## config.mk

```make
export PLATFORM = sky130hd
export DESIGN_NAME = echo_requester_flat
export DESIGN_NICKNAME = d
export VERILOG_FILES = /design/src/rtl/echo_requester_pkg.sv /design/src/rtl/echo_requester_if.sv /design/src/rtl/echo_expect_fifo.sv /design/src/rtl/echo_requester.sv /design/src/flat_wrapper.sv
export SDC_FILE = /design/constraint.sdc
export NUM_CORES = 1
export LEC_CHECK = 0
export ABC_AREA = 1
export BUFFER_PORTS_ARGS = -buffer_cell sky130_fd_sc_hd__clkbuf_2
export CAP_MARGIN = 20
export CORE_MARGIN = 2
export CORE_UTILIZATION = 32
export CTS_CLUSTER_DIAMETER = 60
export DETAILED_ROUTE_END_ITERATION = 6
export GPL_ROUTABILITY_DRIVEN = 0
export HOLD_SLACK_MARGIN = 0.08
export PLACE_DENSITY_LB_ADDON = 0.12
export SYNTH_ARGS = -nofsm -noshare
export SYNTH_HDL_FRONTEND = slang
export SYNTH_SLANG_ARGS = --single-unit
```

## constraint.sdc

```tcl
create_clock -name CLK -period 8.1 [get_ports CLK]
set_input_delay 1.62 -clock CLK [delete_from_list [all_inputs] [get_ports CLK]]
set_output_delay 1.62 -clock CLK [all_outputs]
set_load 0.05 [all_outputs]
```

## src/rtl/echo_requester_pkg.sv

```systemverilog
// Shared types for the echo requester: FSM states and the {meth, v} record
// stored in the expectation FIFO.
package echo_requester_pkg;

  typedef enum logic [1:0] {
    IDLE = 2'd0,
    RUN  = 2'd1,
    DONE = 2'd2
  } state_t;

  typedef struct packed {
    logic [31:0] meth;
    logic [31:0] v;
  } expect_t;

  // Request k of a run carries meth = k and v = base + k (wrapping).
  function automatic expect_t make_expect(input logic [7:0] k, input logic [31:0] base);
    expect_t e;
    e.meth = {24'd0, k};
    e.v    = base + {24'd0, k};
    return e;
  endfunction

endpackage

```

## src/rtl/echo_requester_if.sv

```systemverilog
// Request/indication handshake between the requester (master) and the echo side (slave).
interface echo_requester_if;
  logic        request_say__ENA;
  logic [31:0] request_say_meth;
  logic [31:0] request_say_v;
  logic        request_say__RDY;
  logic        indication_heard__ENA;
  logic [31:0] indication_heard_meth;
  logic [31:0] indication_heard_v;
  logic        indication_heard__RDY;

  modport master (
    output request_say__ENA, request_say_meth, request_say_v,
    input  request_say__RDY,
    input  indication_heard__ENA, indication_heard_meth, indication_heard_v,
    output indication_heard__RDY
  );

  modport slave (
    input  request_say__ENA, request_say_meth, request_say_v,
    output request_say__RDY,
    output indication_heard__ENA, indication_heard_meth, indication_heard_v,
    input  indication_heard__RDY
  );
endinterface

```

## src/rtl/echo_expect_fifo.sv

```systemverilog
// DEPTH-entry FIFO of expected responses; head is visible without a pop so the
// incoming response can be compared in the same cycle it is accepted.
module echo_expect_fifo
  import echo_requester_pkg::*;
#(
  parameter int DEPTH = 4
) (
  input  logic    CLK,
  input  logic    nRST,
  input  logic    clear,
  input  logic    push,
  input  logic    pop,
  input  expect_t push_data,
  output expect_t head,
  output logic    full,
  output logic    empty
);

  localparam int AW = $clog2(DEPTH);
  localparam logic [AW:0] FULL_OCC = (AW + 1)'(DEPTH);

  expect_t        mem [DEPTH];
  logic [AW-1:0]  wr_ptr_reg;
  logic [AW-1:0]  rd_ptr_reg;
  logic [AW:0]    occ_reg;

  always_ff @(posedge CLK) begin
    if (push) begin
      mem[wr_ptr_reg] <= push_data;
    end
  end

  always_ff @(posedge CLK) begin
    if (!nRST || clear) begin
      wr_ptr_reg <= '0;
      rd_ptr_reg <= '0;
      occ_reg    <= '0;
    end else begin
      if (push) begin
        wr_ptr_reg <= wr_ptr_reg + 1'b1;
      end
      if (pop) begin
        rd_ptr_reg <= rd_ptr_reg + 1'b1;
      end
      case ({push, pop})
        2'b10:   occ_reg <= occ_reg + 1'b1;
        2'b01:   occ_reg <= occ_reg - 1'b1;
        default: occ_reg <= occ_reg;
      endcase
    end
  end

  assign head  = mem[rd_ptr_reg];
  assign full  = (occ_reg == FULL_OCC);
  assign empty = (occ_reg == '0);

endmodule

```

## src/rtl/echo_requester.sv

```systemverilog
// Issues a numbered run of requests to an echo peer and scores each returned
// response against the record remembered when the request went out.
module echo_requester
  import echo_requester_pkg::*;
#(
  parameter int DEPTH = 4
) (
  input  logic                 CLK,
  input  logic                 nRST,
  input  logic                 start,
  input  logic [7:0]           count,
  input  logic [31:0]          base_v,
  echo_requester_if.master     bus,
  output logic                 busy,
  output logic                 done,
  output logic [7:0]           pass_count,
  output logic [7:0]           fail_count
);

  state_t      state_reg;
  logic [7:0]  count_reg;
  logic [31:0] base_reg;
  logic [7:0]  issued_reg;
  logic [7:0]  received_reg;
  logic [7:0]  pass_reg;
  logic [7:0]  fail_reg;

  expect_t     issue_rec;
  expect_t     head;
  logic        full;
  logic        empty;
  logic        issue;
  logic        accept;
  logic        rec_match;
  logic        clear_fifo;
  logic [7:0]  received_next;

  // Issue gating uses pre-pop occupancy: a full FIFO blocks issue even if a pop lands this cycle.
  assign issue      = (state_reg == RUN) && (issued_reg < count_reg) && !full
                      && bus.request_say__RDY;
  assign accept     = bus.indication_heard__ENA && bus.indication_heard__RDY;
  assign issue_rec  = make_expect(issued_reg, base_reg);
  assign rec_match  = (bus.indication_heard_meth == head.meth)
                      && (bus.indication_heard_v == head.v);
  assign clear_fifo = start && (state_reg != RUN);
  assign received_next = received_reg + 8'(accept);

  assign bus.request_say__ENA      = issue;
  assign bus.request_say_meth      = issue_rec.meth;
  assign bus.request_say_v         = issue_rec.v;
  assign bus.indication_heard__RDY = (state_reg == RUN) && !empty;

  echo_expect_fifo #(.DEPTH(DEPTH)) u_fifo (
    .CLK       (CLK),
    .nRST      (nRST),
    .clear     (clear_fifo),
    .push      (issue),
    .pop       (accept),
    .push_data (issue_rec),
    .head      (head),
    .full      (full),
    .empty     (empty)
  );

  always_ff @(posedge CLK) begin
    if (!nRST) begin
      state_reg    <= IDLE;
      count_reg    <= '0;
      base_reg     <= '0;
      issued_reg   <= '0;
      received_reg <= '0;
      pass_reg     <= '0;
      fail_reg     <= '0;
    end else begin
      case (state_reg)
        IDLE, DONE: begin
          if (start) begin
            count_reg    <= count;
            base_reg     <= base_v;
            issued_reg   <= '0;
            received_reg <= '0;
            pass_reg     <= '0;
            fail_reg     <= '0;
            state_reg    <= RUN;
          end
        end
        RUN: begin
          if (issue) begin
            issued_reg <= issued_reg + 8'd1;
          end
          if (accept) begin
            received_reg <= received_next;
            if (rec_match) begin
              pass_reg <= pass_reg + 8'd1;
            end else begin
              fail_reg <= fail_reg + 8'd1;
            end
          end
          // Also covers count == 0, which finishes on the first RUN cycle.
          if (received_next == count_reg) begin
            state_reg <= DONE;
          end
        end
        default: state_reg <= IDLE;
      endcase
    end
  end

  assign busy       = (state_reg == RUN);
  assign done       = (state_reg == DONE);
  assign pass_count = pass_reg;
  assign fail_count = fail_reg;

endmodule

```

## src/flat_wrapper.sv

```systemverilog
// flat-port wrapper written by rule: the top's interface ports become plain ports
module echo_requester_flat import echo_requester_pkg::*;
#(
  parameter int DEPTH = 4
)
  (CLK, nRST, start, count, base_v, busy, done, pass_count, fail_count, bus_request_say__ENA, bus_request_say_meth, bus_request_say_v, bus_request_say__RDY, bus_indication_heard__ENA, bus_indication_heard_meth, bus_indication_heard_v, bus_indication_heard__RDY);
  echo_requester_if bus_i ();
  input  logic CLK;
  input  logic nRST;
  input  logic start;
  input  logic [7:0] count;
  input  logic [31:0] base_v;
  output logic busy;
  output logic done;
  output logic [7:0] pass_count;
  output logic [7:0] fail_count;
  output wire logic [$bits(bus_i.request_say__ENA)-1:0] bus_request_say__ENA;
  output wire logic [$bits(bus_i.request_say_meth)-1:0] bus_request_say_meth;
  output wire logic [$bits(bus_i.request_say_v)-1:0] bus_request_say_v;
  input wire logic [$bits(bus_i.request_say__RDY)-1:0] bus_request_say__RDY;
  input wire logic [$bits(bus_i.indication_heard__ENA)-1:0] bus_indication_heard__ENA;
  input wire logic [$bits(bus_i.indication_heard_meth)-1:0] bus_indication_heard_meth;
  input wire logic [$bits(bus_i.indication_heard_v)-1:0] bus_indication_heard_v;
  output wire logic [$bits(bus_i.indication_heard__RDY)-1:0] bus_indication_heard__RDY;
  assign bus_request_say__ENA = bus_i.request_say__ENA;
  assign bus_request_say_meth = bus_i.request_say_meth;
  assign bus_request_say_v = bus_i.request_say_v;
  assign bus_i.request_say__RDY = bus_request_say__RDY;
  assign bus_i.indication_heard__ENA = bus_indication_heard__ENA;
  assign bus_i.indication_heard_meth = bus_indication_heard_meth;
  assign bus_i.indication_heard_v = bus_indication_heard_v;
  assign bus_indication_heard__RDY = bus_i.indication_heard__RDY;
  echo_requester #(.DEPTH(DEPTH)) u_core (.CLK(CLK), .nRST(nRST), .start(start), .count(count), .base_v(base_v), .bus(bus_i), .busy(busy), .done(done), .pass_count(pass_count), .fail_count(fail_count));
endmodule
```

# --- Word-level counts from Yosys, hierarchy flattened ---
# Memory sizes are Yosys's and may differ from the RTL's. A register that Yosys moved wholly into a read port is not among the register bits.
# Cells that the tools add are included.
op_classes:
  add_sub_neg: 9
  n_eq_ne: 15
  reduce_logical: 22
  n_lt_le_gt_ge: 1
  n_mux: 19
ops:
  columns: ["op", "n"]
  rows:
  - ["$eq A32 B32 Y1", 2]
  - ["$pmux W8 S2", 4]
  - ["$mux W8", 7]
  - ["$add A32 B8 Y32", 1]
  - ["$add A8 B1 Y8 const B", 3]
  - ["$ne A2 B1 Y1 const B", 5]
  - ["$add A8 B1 Y8", 1]
  - ["$eq A8 B8 Y1", 1]
  - ["$lt A8 B8 Y1", 1]
  - ["$mux W2", 4]
  - ["$reduce_and A4 Y1", 2]
  - ["$logic_and A1 B1 Y1", 7]
  - ["$pmux W3 S2", 1]
  - ["$reduce_and A3 Y1", 2]
  - ["$add A2 B1 Y2 const B", 2]
  - ["$eq A2 B1 Y1 const B", 2]
  - ["$eq A2 B2 Y1 const B", 2]
  - ["$ne A2 B2 Y1 const B", 2]
  - ["$pmux W2 S2", 1]
  - ["$reduce_and A2 Y1", 2]
  - ["$reduce_bool A2 Y1", 2]
  - ["$add A3 B1 Y3 const B", 1]
  - ["$eq A3 B3 Y1 const B", 1]
  - ["$logic_not A1 Y1", 3]
  - ["6 further kinds", 7]
word_totals:
  ramBits: 160
  regBits: 81
  in_bits: 109
  word_cells: 77
  mem_count: 1
memory_table:
  columns: ["memory", "words", "width", "rd", "rd_clocked_by_memory_dff", "write_ports", "line", "text"]
  rows:
  - ["u_core.u_fifo.mem", 4, 40, 1, 1, 1, "echo_expect_fifo.sv:22", "expect_t mem [DEPTH];"]

# --- Logic depth before layout (Yosys ltp) ---
depth:
  word_depth: 8
  mapped_depth: 19
  ltp_nobuf: 17

# --- By module ---
# Synthesis repeated with hierarchy kept, for this count alone.
unflattened:
  cells_unflattened: 1644
  hier_area_um2: 15687.5
by_module_without_submodules:
  columns: ["module", "seq_area_each_um2", "cells_per_inst", "area_each_um2", "n_inst"]
  rows:
  - ["echo_expect_fifo", 7867.5, 680, 9949.5, 1]
  - ["echo_requester", 1481.4, 964, 5738.0, 1]

# --- Least setup slack after synthesis ---
# No wires, ideal clock.
synth_timing:
  path_kind: "register to output"
  startpoint: "register u_core.issued_reg[0]"
  endpoint: "output port bus_request_say_v[24]"
  stages_incl_launch_ff: 13
  path_buffers: 0
  arrival_time_ns: 3.396
  slack_ns: 3.084
  required_ns: 6.480
  cell_sequence: "dfxtp_1 ha_1 inv_1 fa_1 o21ai_1 nand2_1 nand2_1 a21oi_1 o21ai_1 nand2_1 nor2_1 nand3_1 xnor2_1"
synth_via:
  elab_chain_cells: 1
synth_lines:
  columns: ["item", "line", "text"]
  rows:
  - ["from (decl)", "echo_requester.sv:23", "logic [7:0] issued_reg;"]
  - ["from (signal assigned)", "echo_requester.sv:89", "issued_reg <= issued_reg + 8'd1;"]
  - ["$add A32 B8 Y32", "echo_requester_pkg.sv:20", "e.v = base + {24'd0, k};"]
  - ["to (decl)", "flat_wrapper.sv:19", "output wire logic [$bits(bus_i.request_say_v)-1:0] bus_request_say_v;"]
# No other way between the ends.

# --- Final worst setup path ---
layout_timing:
  startpoint: "register u_core.issued_reg[1]"
  endpoint: "output port bus_request_say_v[24]"
# The elaborated chain is that of the path after synthesis.

==> results.tsv <==
stage	metric	value	unit
critical_path	timing_worst_setup_path_type	reg -> out	
clock_network	htree_num_levels	1	
critical_path	startpoint_type	register	
synthesis	asr_flop_ratio_synth	0	
critical_path	cp_common_cell	sky130_fd_sc_hd__nand2_1	
drt	detailedRoute.firstPassIterationCount	5	
global_routing	grt_antenna_before_repair	0	
timing	setup-tns-final	0	ns
floorplan	core_area	36600	sq um
floorplan	rows	70	
drt	drc_errors	0	
floorplan	die-area	38700	sq um
critical_path	delay_of_the_slowest_critical_path_stage	0.55	ns
final_layout	drive_above_1_share	0.159	
global_routing	grt_util_all_layers	0.185	
synthesis	yosys-top-cells-count	sky130_fd_sc_hd__nand2_1, sky130_fd_sc_hd__edfxtp_1, sky130_fd_sc_hd__nand3_1, sky130_fd_sc_hd__nor2_1, sky130_fd_sc_hd__inv_1	
critical_path	timing.reg2reg.worst_path_depth	15	
final_layout	largest_reg_flops	160	
worst_hold_path	min_delay_path_depth	1	
drt	routedWlPerCell	17.7	um
clock_network	cts_hold_buffers	0	
timing	slew_headroom	0.328	
critical_path	worst-endpoint-required	6.48	ns
critical_path	cpLargestDelayFamily	simple AND/OR/NAND/NOR gates	
timing	number_of_endpoints_with_negative_hold_slack_in_the_final_report	0	
global_routing	first_pass_grt_wire_length	54300	um
critical_path	r2r-end	u_core.state_reg[1]$_SDFFE_PN0P_	
synthesis	synth_seq_cells	243	
drt	drt_iter0_markers	675	
worst_hold_path	hold_path_startpoint	u_core.u_fifo.occ_reg[2]$_SDFFE_PP0P_	
timing	layout_min_cycle_time	5.46	ns
critical_path	worstPathCellList	inv_1 -> fa_1 -> o21ai_1 -> nand2_1 -> nand2_1 -> a21oi_1 -> o21ai_1 -> nand2_1 -> nor2_1 -> nand3_1 -> xnor2_1 -> clkbuf_2	
clock_network	clock-root-buffer	sky130_fd_sc_hd__clkbuf_16	
drt	route.final.wire_length	35600	um
power_and_ir_drop	vdd_drop_max	0.144	mV
critical_path	cp_max_fo	9	
timing	grt_setup_unrepaired	false	
clock_network	clock_buffer_count_from_cts	28	
final_layout	final_core_util	0.382	
final_layout	antenna_cells	0	
floorplan	chipHeight	197	um
placed_design	dp_hpwl	24200	um
global_routing	grt.overflow.total	0	
timing	setup_viol_count_final	0	
drt	postRouteAntennaNets	0	
timing	final_max_slew_viol_count	0	
synthesis	synthCells	1360	
floorplan	die_w	197	um
synthesis	synth_edf_count	160	
critical_path	setup.worst_path.end_class	primary output	
critical_path	slowest_stage	sky130_fd_sc_hd__dfxtp_1	
critical_path	critical_path.n_buffers_inverters	2	
final_layout	nets	1653	
power_and_ir_drop	powerDensity	216	nW/um^2
floorplan	initial_util	0.325	
worst_hold_path	whs_endpoint	u_core.u_fifo.occ_reg[2]$_SDFFE_PP0P_	
run	cap_viol_max_count	0	
synthesis	netlist-cell-type-count	38	
synthesis	mappedNetlistArea	11900	sq um
synthesis	synth_warnings	0	
drt	detailroute.via_count	9571	
synthesis	synth_top_area_frac	0.404	
clock_network	clock_tree_buffer_depth	3	
final_layout	area.growth.synth_to_final	17.6	%
synthesis	main_flop_type_after_synthesis	sky130_fd_sc_hd__edfxtp_1	
critical_path	worst_ep_arrival_time	3.84	ns
placed_design	buffer_ports.inserted	168	
synthesis	synthesis.area_per_instance	8.75	sq um
global_routing	maximum_number_of_pins_on_one_net_before_global_route_repair	81	
clock_network	tritoncts	yes	
timing	timing_worst_slew_pin_value	1.00	ns
global_routing	vias_in_the_first_global_route	9121	
timing	clock.fmax	183	MHz
power_and_ir_drop	p_leak	0.00588	uW
critical_path	ff2ff_setup_slack	4.26	ns
run_status	status	finished, final reports clean	
clock_network	cts_setup_buffers	0	
synthesis	synth_seq_area_share	0.544	
clock_network	worstSkewPairLatency	0.55	ns
worst_hold_path	worst_hold_path_type	reg -> reg	
timing	clock-skew-final	0.0113	ns
drt	viasPerCell	4.77	
clock_network	clock_sinks	243	
synthesis	synth.most_common_cell	sky130_fd_sc_hd__nand2_1	
synthesis	netlist.top_cell.by_area	sky130_fd_sc_hd__edfxtp_1	
critical_path	worstReg2RegStart	u_core.state_reg[0]$_SDFFE_PN0P_	
timing	share_of_the_clock_period_used_by_the_worst_path_after_layout	0.674	
clock_network	path_clk_slew	0.06	ns
synthesis	ys_top_cells_by_area	sky130_fd_sc_hd__edfxtp_1, sky130_fd_sc_hd__dfxtp_1, sky130_fd_sc_hd__nand2_1	
clock_network	post_cts_resize_count	0	
floorplan	design.portCount	193	
per-layer routing:
layer | up-vias | GRT usage | part of all wire | wire length (um)
li1 | 4798 | - | - | -
met1 | 4457 | 0.272 | 0.49 | 17500
met2 | 278 | 0.285 | 0.44 | 15600
met3 | 38 | 0.0294 | 0.055 | 1960
met4 | 0 | 0.0409 | 0.016 | 584
met5 | - | 0 | 0 | 0
final cells by class:
class / instances / area [sq um]
clock buffer: 44 / 863
timing repair buffer: 177 / 908
inverter: 103 / 392
clock inverter: 8 / 83.8
sequential: 243 / 6470
multi-input combinational: 964 / 4690
tap: 468 / 586
fill: 3737 / 22600
per-stage QoR:
step / hold WS, ns / setup WS [ns] / area [sq um] / std cells / power [uW]
2_1_floorplan: 0.422 / 3.08 / 12000 / 1383 / 1670
3_3_place_gp: 0.439 / 3.26 / 13000 / 1955 / 1780
3_5_place_dp: 0.440 / 3.22 / 13000 / 1955 / 1780
4_1_cts: 0.453 / 2.63 / 14000 / 2007 / 3060
5_1_grt: 0.466 / 2.31 / 14000 / 2007 / 3150
6_report: 0.467 / 2.64 / 14000 / 2007 / 3030
cell families (layout without fill, tap and decap cells):
| logic type | count (synthesis) | after routing | synth area share |
|---|---|---|---|
| AND/OR/NAND/NOR | 728 | 728 | 0.262 |
| flip-flops | 243 | 243 | 0.544 |
| buffers and inverters | 176 | 332 | 0.0716 |
| AO/OA/AOI/OAI | 142 | 142 | 0.0615 |
| XOR/XNOR | 43 | 43 | 0.0317 |
| adder cells (fa/ha/maj) | 27 | 27 | 0.0297 |
| other | 1 | 24 | 0.000315 |
where the power goes:
part	internal, uW	switching (uW)
clock network	764	506
registers	1370	28.0
logic	91.2	272
total	2220	806
worst max path at each step:
stage,slack (ns),cells after the start,from,to
final,2.64,12,u_core.issued_reg[1]$_SDFFE_PN0P_,bus_request_say_v[24]
after global routing,2.31,12,u_core.issued_reg[1]$_SDFFE_PN0P_,bus_request_say_v[28]
after CTS,2.63,12,u_core.issued_reg[1]$_SDFFE_PN0P_,bus_request_say_v[24]
after detailed placement,3.22,12,u_core.issued_reg[1]$_SDFFE_PN0P_,bus_request_say_v[24]
after global placement,3.26,13,u_core.issued_reg[0]$_SDFFE_PN0P_,bus_request_say_v[28]
after floorplan,3.08,12,u_core.issued_reg[0]$_SDFFE_PN0P_,bus_request_say_v[24]
cell usage in the layout, fill, tap and decap left out, types with 3 or more instances in the layout:
cell type,n
sky130_fd_sc_hd__nand2_1,380
sky130_fd_sc_hd__clkbuf_2,171
sky130_fd_sc_hd__edfxtp_1,160
sky130_fd_sc_hd__nand3_1,148
sky130_fd_sc_hd__nor2_1,129
sky130_fd_sc_hd__inv_1,99
sky130_fd_sc_hd__dfxtp_1,82
sky130_fd_sc_hd__a21oi_1,72
sky130_fd_sc_hd__o21ai_0,57
sky130_fd_sc_hd__xor2_1,33
sky130_fd_sc_hd__clkbuf_16,29
sky130_fd_sc_hd__ha_1,25
sky130_fd_sc_hd__conb_1,24
sky130_fd_sc_hd__nand4_1,19
sky130_fd_sc_hd__nand3b_1,17
sky130_fd_sc_hd__nor3_1,16
sky130_fd_sc_hd__xnor2_1,10
sky130_fd_sc_hd__buf_4,9
sky130_fd_sc_hd__clkbuf_8,7
sky130_fd_sc_hd__nor2_4,5
sky130_fd_sc_hd__nor4_1,3
sky130_fd_sc_hd__o21bai_1,3
sky130_fd_sc_hd__nor2_2,3
sky130_fd_sc_hd__o21ai_1,3
sky130_fd_sc_hd__or2_2,3
sky130_fd_sc_hd__clkbuf_1,3
No activity file was read; power rests on OpenSTA's default activity.
